**config.mk**
```make
export PLATFORM = sky130hd
export DESIGN_NAME = fifo_write_arbiter
export DESIGN_NICKNAME = d
export VERILOG_FILES = /design/src/rtl/afifo_pkg.sv /design/src/rtl/rr_priority_picker.sv /design/src/rtl/fifo_write_arbiter.sv
export SDC_FILE = /design/constraint.sdc
export NUM_CORES = 1
export LEC_CHECK = 0
export CAP_MARGIN = 10
export CORE_MARGIN = 2
export CORE_UTILIZATION = 27
export CTS_CLUSTER_DIAMETER = 80
export DETAILED_ROUTE_END_ITERATION = 10
export PLACE_DENSITY_LB_ADDON = 0.12
export SYNTH_ARGS = -nofsm -noshare
export SYNTH_HDL_FRONTEND = slang
export SYNTH_SLANG_ARGS = --single-unit
```
**constraint.sdc**
```tcl
create_clock -name i_clk -period 3.37 [get_ports i_clk]
set_input_delay 0.674 -clock i_clk [delete_from_list [all_inputs] [get_ports i_clk]]
set_output_delay 0.674 -clock i_clk [all_outputs]
set_load 0.005 [all_outputs]
```
**src/rtl/afifo_pkg.sv**
```systemverilog
// Shared types and helpers for the FIFO write-port arbiter.
package afifo_pkg;

  typedef enum logic [0:0] {
    StIdle  = 1'b0,
    StGrant = 1'b1
  } arb_state_t;

  // Width of a round-robin pick index; at least one bit.
  function automatic int unsigned rr_pick_w(input int unsigned n);
    return (n > 1) ? $clog2(n) : 1;
  endfunction

endpackage

```
**src/rtl/rr_priority_picker.sv**
```systemverilog
// Combinational round-robin picker: first set request searching upward from last_owner+1.
module rr_priority_picker
  import afifo_pkg::*;
#(
  parameter int unsigned NUM_REQ = 4,
  parameter int unsigned IDX_W   = rr_pick_w(NUM_REQ)
) (
  input  logic [NUM_REQ-1:0] i_req,
  input  logic [IDX_W-1:0]   i_last_owner,
  output logic [IDX_W-1:0]   o_winner,
  output logic               o_any_req
);

  always_comb begin
    o_winner  = '0;
    o_any_req = 1'b0;
    // Walk from the farthest offset down so the nearest requester is written last and wins.
    for (int k = NUM_REQ; k >= 1; k--) begin
      int idx;
      idx = int'(i_last_owner) + k;
      if (idx >= int'(NUM_REQ)) idx = idx - int'(NUM_REQ);
      if (i_req[idx]) begin
        o_winner  = IDX_W'(idx);
        o_any_req = 1'b1;
      end
    end
  end

endmodule

```
**src/rtl/fifo_write_arbiter.sv**
```systemverilog
// Round-robin burst arbiter sharing one async_fifo write port among NUM_REQ requesters.
module fifo_write_arbiter
  import afifo_pkg::*;
#(
  parameter int unsigned NUM_REQ   = 4,
  parameter int unsigned WIDTH     = 32,
  parameter int unsigned MAX_BURST = 4
) (
  input  logic                       i_clk,
  input  logic                       i_reset_n,
  input  logic [NUM_REQ-1:0]         i_req_valid,
  input  logic [NUM_REQ*WIDTH-1:0]   i_req_data,
  input  logic [NUM_REQ-1:0]         i_req_last,
  output logic [NUM_REQ-1:0]         o_req_ready,
  output logic                       o_fifo_write_en,
  output logic [WIDTH-1:0]           o_fifo_write_data,
  input  logic                       i_fifo_full,
  output logic [$clog2(NUM_REQ)-1:0] o_grant_id,
  output logic                       o_busy
);

  localparam int unsigned IdxW = rr_pick_w(NUM_REQ);
  localparam int unsigned CntW = $clog2(MAX_BURST + 1);
  localparam logic [CntW-1:0] MaxBurstC = CntW'(MAX_BURST);
  localparam logic [IdxW-1:0] LastReqC  = IdxW'(NUM_REQ - 1);

  arb_state_t      r_state;
  logic [IdxW-1:0] r_owner;
  logic [IdxW-1:0] r_last_owner;
  logic [CntW-1:0] r_beat_cnt;

  logic [IdxW-1:0] w_pick;
  logic            w_any_req;
  logic            w_grant;
  logic            w_owner_valid;
  logic            w_owner_last;
  logic            w_xfer;
  logic            w_burst_end;
  logic [CntW-1:0] w_cnt_inc;

  rr_priority_picker #(
    .NUM_REQ (NUM_REQ),
    .IDX_W   (IdxW)
  ) u_picker (
    .i_req        (i_req_valid),
    .i_last_owner (r_last_owner),
    .o_winner     (w_pick),
    .o_any_req    (w_any_req)
  );

  assign w_grant       = (r_state == StGrant);
  assign w_owner_valid = i_req_valid[r_owner];
  assign w_owner_last  = i_req_last[r_owner];
  assign w_cnt_inc     = r_beat_cnt + CntW'(1);
  assign w_xfer        = w_grant && w_owner_valid && !i_fifo_full;
  // A stall (full) never releases; otherwise end on last beat, full burst, or owner going idle.
  assign w_burst_end   = w_grant && !i_fifo_full &&
                         (!w_owner_valid || w_owner_last || (w_cnt_inc == MaxBurstC));

  always_ff @(posedge i_clk or negedge i_reset_n) begin
    if (!i_reset_n) begin
      r_state      <= StIdle;
      r_owner      <= '0;
      r_last_owner <= LastReqC;
      r_beat_cnt   <= '0;
    end else begin
      case (r_state)
        StIdle: begin
          if (w_any_req) begin
            r_state    <= StGrant;
            r_owner    <= w_pick;
            r_beat_cnt <= '0;
          end
        end
        StGrant: begin
          if (w_xfer) r_beat_cnt <= w_cnt_inc;
          if (w_burst_end) begin
            r_state      <= StIdle;
            r_last_owner <= r_owner;
          end
        end
        default: r_state <= StIdle;
      endcase
    end
  end

  always_comb begin
    o_req_ready = '0;
    if (w_grant && !i_fifo_full) o_req_ready[r_owner] = 1'b1;
  end

  assign o_fifo_write_en   = w_xfer;
  assign o_fifo_write_data = i_req_data[r_owner*WIDTH +: WIDTH];
  assign o_grant_id        = r_owner;
  assign o_busy            = w_grant;

endmodule

```
# [Yosys cells after proc, flatten, opt, wreduce, memory -nomap -nowiden]
# Index checks and enable logic that the tools add are counted.
[word_totals] ff_bits=8 wordCells=77
[classes] n_addsub=9 magnitude_cmp=10 n_eq_ne=3 shift=1 n_mux=37 bitwise_logic=1 n_reduce_logical=12
[ops] op="32-bit by 4-bit >= comparator with 1-bit output, second input constant" count=4
[ops] op="32-bit by 4-bit < comparator with 1-bit output, second input constant" count=4
[ops] op="32-bit two-way mux" count=4
[ops] op="128-bit by 8-bit indexed part select with 32-bit output" count=1
[ops] op="32-bit by 4-bit subtractor with 32-bit output, second input constant" count=4
[ops] op="1-bit two-way mux" count=17
[ops] op="1-bit binary-select mux with 2-bit select" count=6
[ops] op="2-bit two-way mux" count=4
[ops] op="2-bit by 2-bit adder with 3-bit output, second input constant" count=2
[ops] op="3-bit two-way mux" count=2
[ops] op="3-bit case mux with 2 select lines" count=1
[ops] op="2-bit AND reduction" count=3
[ops] op="1-bit logical AND" count=5
[ops] op="2-bit by 3-bit adder with 4-bit output, second input constant" count=1
[ops] op="4-bit two-way mux" count=1
[ops] op="2-bit by 1-bit adder with 3-bit output, second input constant" count=1
[ops] op="3-bit by 1-bit adder with 3-bit output, second input constant" count=1
[ops] op="3-bit == test, second input constant" count=1
[ops] op="2-bit by 3-bit < comparator with 1-bit output, second input constant" count=1
[ops] op="1-bit demux with 2-bit select" count=1
[ops] op="2-bit by 1-bit >= comparator with 1-bit output, second input constant" count=1
[ops] op="1-bit logical NOT" count=2
[ops] op="1-bit logical OR" count=2
[ops] op="2-bit by 1-bit != test with 1-bit output, second input constant" count=1
[ops] op="other kinds (3)" count=3

# [Logic depth before layout (Yosys ltp)]
[depth] ltp_word=12 ltp_mapped=6 mapped_depth_nobuf=5

# [By module]
# Synthesis repeated with hierarchy kept, for this count alone.
[hier_totals] hier_cells=99 hier_area_um2=1322.5
[by_module_without_submodules] module="fifo_write_arbiter" instances=1 cells_per_inst=85 area_per_inst_um2=1231.2 seq_area_each_um2=202.7
[by_module_without_submodules] module="rr_priority_picker" instances=1 cells_per_inst=14 area_per_inst_um2=91.3 seq_area_each_um2=0.0

# [Worst setup path after synthesis]
# Ideal clock, no wire load.
[synth_timing] kind="register -> output" start="register r_owner[0], in the netlist o_grant_id[0]" end="output o_fifo_write_data[11]" t_arrival_ns=1.417 path_slack_ns=1.279 stages_incl_launch_ff=5 path_buffers=3 path_cell_list="dfrtp_1 buf_6 buf_4 buf_4 mux4_2"
[synth_via] elab_chain_cells=1
[synth_lines] element="start, declared" line="fifo_write_arbiter.sv:28" text="logic [IdxW-1:0] r_owner;"
[synth_lines] element="start signal, assigned" line="fifo_write_arbiter.sv:71" text="r_owner <= w_pick;"
[synth_lines] element="128-bit by 8-bit indexed part select with 32-bit output" line="fifo_write_arbiter.sv:93" text="assign o_fifo_write_data = i_req_data[r_owner*WIDTH +: WIDTH];"
[synth_lines] element="end, declared" line="fifo_write_arbiter.sv:16" text="output logic [WIDTH-1:0] o_fifo_write_data,"
# No other way between the ends.

# [Worst setup path after layout]
[layout_timing] start="input i_req_valid[3]" end="output o_fifo_write_en"
[layout_via] elab_chain_cells=4
[layout_lines] element="start, declared" line="fifo_write_arbiter.sv:11" text="input logic [NUM_REQ-1:0] i_req_valid,"
[layout_lines] element="1-bit binary-select mux with 2-bit select" line="fifo_write_arbiter.sv:52" text="assign w_owner_valid = i_req_valid[r_owner];"
[layout_lines] element="1-bit two-way mux (not written as such)" line="fifo_write_arbiter.sv:52"
[layout_lines] element="1-bit logical AND (2 in a row)" line="fifo_write_arbiter.sv:55" text="assign w_xfer = w_grant && w_owner_valid && !i_fifo_full;"
[layout_lines] element="end, declared" line="fifo_write_arbiter.sv:15" text="output logic o_fifo_write_en,"
# No other way between the ends. The select of a mux whose other input is x is not followed.

==> impl_metrics.tcl <==
set metrics [dict create \
    status "finished, final reports clean" \
    initial_core_util_pct 28.08 \
    whs_path_depth 1 \
    slew_violations 0 \
    final_antenna_net_count 0 \
    core_area_mm2 0.004755 \
    post-cts-setup-buffer-count 0 \
    synth_nets 239 \
    gp_congestion 0.7743 \
    fin_worst_skew_ns 0.001406 \
    yosysSeqAreaShare_pct 15.18 \
    required_ns 2.70 \
    fmax_mhz 320.7 \
    die_h_um 74.32 \
    worst-path-buf-inv 3 \
    drtIter0Drc 78 \
    vdd_drop_max_mv 0.4359 \
    maxSlewHeadroom_pct 56.99 \
    power.total_mw 1.832 \
    finalHoldViolations 0 \
    diodes 0 \
    grt_max_degree 38 \
    syn_to_final_growth_pct 141.0 \
    clock-sinks 8 \
    num_vias 1664 \
    fin_crit_ns 3.119 \
    tns_ns 0 \
    drt-wirelength-per-cell_um 19.33 \
    holdBufCountCts 0 \
    place_inst 335 \
    vias_per_cell 4.909 \
    dpl_cell_area_mm2 0.003172 \
    crit_family "buffers and inverters" \
    drc_errors 0 \
    timing.reg2reg.setup_slack_ns 1.49 \
    yosys.area.top_type_share_pct 57.36 \
    clk_latency_ns 0.23 \
    max_stage_delay_ns 0.58 \
    dp_hpwl_um 5577 \
    hold_path_startpoint "r_beat_cnt[0]" \
    hp-class "reg -> reg" \
    ys_warn_count 0 \
    yosys.area.top_type "mux4_2" \
    final_area_mm2 0.003217 \
    cts_max_path_buffers 2 \
    floorplan.rows 25 \
    arrival_ns 2.44 \
    syn_area_per_cell_um2 13.62 \
    ys_ff_latch 8 \
    drt_wl_total_um 6553 \
    crit_path_start_kind "input pin" \
    worstSetupEndpointType "output pin" \
    cts_root_buf "clkbuf_8" \
    htree_levels 1 \
    overflow 0 \
    ys_types 30 \
    hold_slack_ns 0.5287 \
    io_buffer_count 178 \
    antenna_found_initial 0 \
    crit_top_cell "clkdlybuf4s50_1" \
    drt_pass1_iterations 4 \
    r2r_cells 5 \
    syn_inst 98 \
    synthesis.area_mm2 0.001335 \
    grt_pass1_vias 1695 \
    grt_pass1_wl_um 9183 \
    ios 179 \
    power_density_mw_per_mm2 569.5 \
    stdcell_count 339 \
    cap_viol_max_count 0 \
    cp_cell_sequence "clkdlybuf4s50_1 -> mux4_2 -> nand2_1 -> inv_1 -> clkdlybuf4s50_1" \
    power.leakage_nw 1.192 \
    cts_resized 0 \
    clk_pin_slew_ns 0.04 \
    cts_made_buffers 3 \
    setup_viol 0 \
    gr-usage-all-layers_pct 22.27 \
    fin_crit_sh_pct 92.54 \
    hold_end "r_beat_cnt[0]" \
    grt_setup_unrepaired "false" \
    dieArea_mm2 0.005523 \
    cpMaxStageDelayCell "mux4_2" \
    crit_type "in -> out" \
    worstPathMaxFanout 6 \
    fin_nets 414 \
    r2r-start "o_grant_id[1]" \
    drive_gt1_share_pct 17.65 \
    synth_area_leaders "mux4_2, dfrtp_1, dfstp_2" \
    worst_pin_slew_ns 0.6381 \
    die_width_um 74.32 \
    regToRegEndpoint "r_last_owner[0]" \
    cts_tree "yes" \
]
## cell usage in the layout (no fill, tap or decap), drive strengths merged, types with 2 or more instances in the layout
| cell type | n |
|---|---|
| clkbuf | 4 |
| a21oi | 2 |
| mux2i | 2 |
| o21ai | 4 |
| o22ai | 3 |
| mux4 | 34 |
| nand2b | 2 |
| dfstp | 2 |
| inv | 4 |
| ha | 2 |
| nand3 | 2 |
| nor2b | 3 |
| nand2 | 7 |
| mux2 | 2 |
| clkdlybuf4s50 | 178 |
| a31oi | 3 |
| buf | 2 |
| dfrtp | 6 |
| nor2 | 3 |
## metrics by stage
stage / worst slack [ns] / util (%)
floorplan: 1.279 / -
global placement: 0.2786 / 66.71
detailed placement: 0.2612 / 66.71
CTS: 0.2570 / 67.66
global route: 0.1675 / 67.66
finish: 0.2515 / 67.66
## how the worst max path moves through the flow
| stage | start | end | slack, ns | cells after the start |
|---|---|---|---|---|
| floorplan | o_grant_id[0] | o_fifo_write_data[11] | 1.28 | 4 |
| global placement | i_req_valid[3] | o_fifo_write_en | 0.28 | 5 |
| detailed placement | i_req_valid[3] | o_fifo_write_en | 0.26 | 5 |
| CTS | i_req_valid[3] | o_fifo_write_en | 0.26 | 5 |
| global route | i_req_valid[3] | o_fifo_write_en | 0.17 | 5 |
| finish | i_req_valid[3] | o_fifo_write_en | 0.25 | 5 |
## power breakdown
| part | internal [mW] | leakage [nW] | switching [mW] |
|---|---|---|---|
| logic | 0.985 | 1.08 | 0.485 |
| clock network | 0.0819 | 0.0228 | 0.0373 |
| registers | 0.151 | 0.0934 | 0.0910 |
| total | 1.22 | 1.19 | 0.613 |
## logic make-up (layout without fill, tap and decap cells)
family / count (synthesis) / count (layout) / synth area share (%)
flops: 8 / 8 / 15.18
simple gates: 20 / 20 / 7.311
fa+ha+maj: 2 / 2 / 1.874
buf+inv: 15 / 189 / 5.809
mux: 38 / 38 / 61.11
compound gates: 15 / 15 / 8.716
## sequential cells by signal, summed over array words and instances (netlist names)
| name | count |
|---|---|
| o_busy | 1 |
| o_grant_id | 2 |
| r_beat_cnt | 3 |
| r_last_owner | 2 |
## layer usage
layer  wire, µm  GRT usage, %  up-vias
met3        542         4.878        9
met5          0             0        -
met4        118         5.952        0
met1       2459         27.76      814
met2       3433         39.19       76
li1           -             -      765
## synthesized netlist by cell type
cell	instances
clkbuf_1	4
dfstp_2	2
nor3b_1	1
nor3_1	1
inv_1	4
a31o_2	1
o41ai_2	1
mux2_4	2
mux2i_1	2
buf_2	1
o31a_1	1
buf_4	3
a21oi_1	2
o22ai_1	3
a31oi_1	2
nand2b_1	2
mux4_2	34
nor2b_1	3
nand3_1	2
o21ai_1	1
a31oi_4	1
ha_1	2
o21ai_0	3
clkinv_2	1
nor2_1	3
dfrtp_1	6
buf_1	1
nand2_1	7
buf_6	1
and3_1	1
## worst register-to-register path, delay by kind of cell (launching register included)
kind,cells,cell delay (ns)
mux,2,0.62
buf+inv,2,0.54
flops,1,0.43
compound gates,1,0.21
## final cells by class
cell class,instances,area [µm²]
Timing Repair Buffer,180,1809
Fill cell,388,1538
Multi-Input combinational cell,75,1055
Sequential cell,8,203.9
Tap cell,67,83.83
Clock buffer,4,45.04
Inverter,5,20.02
(Power assumes the default switching activity.)
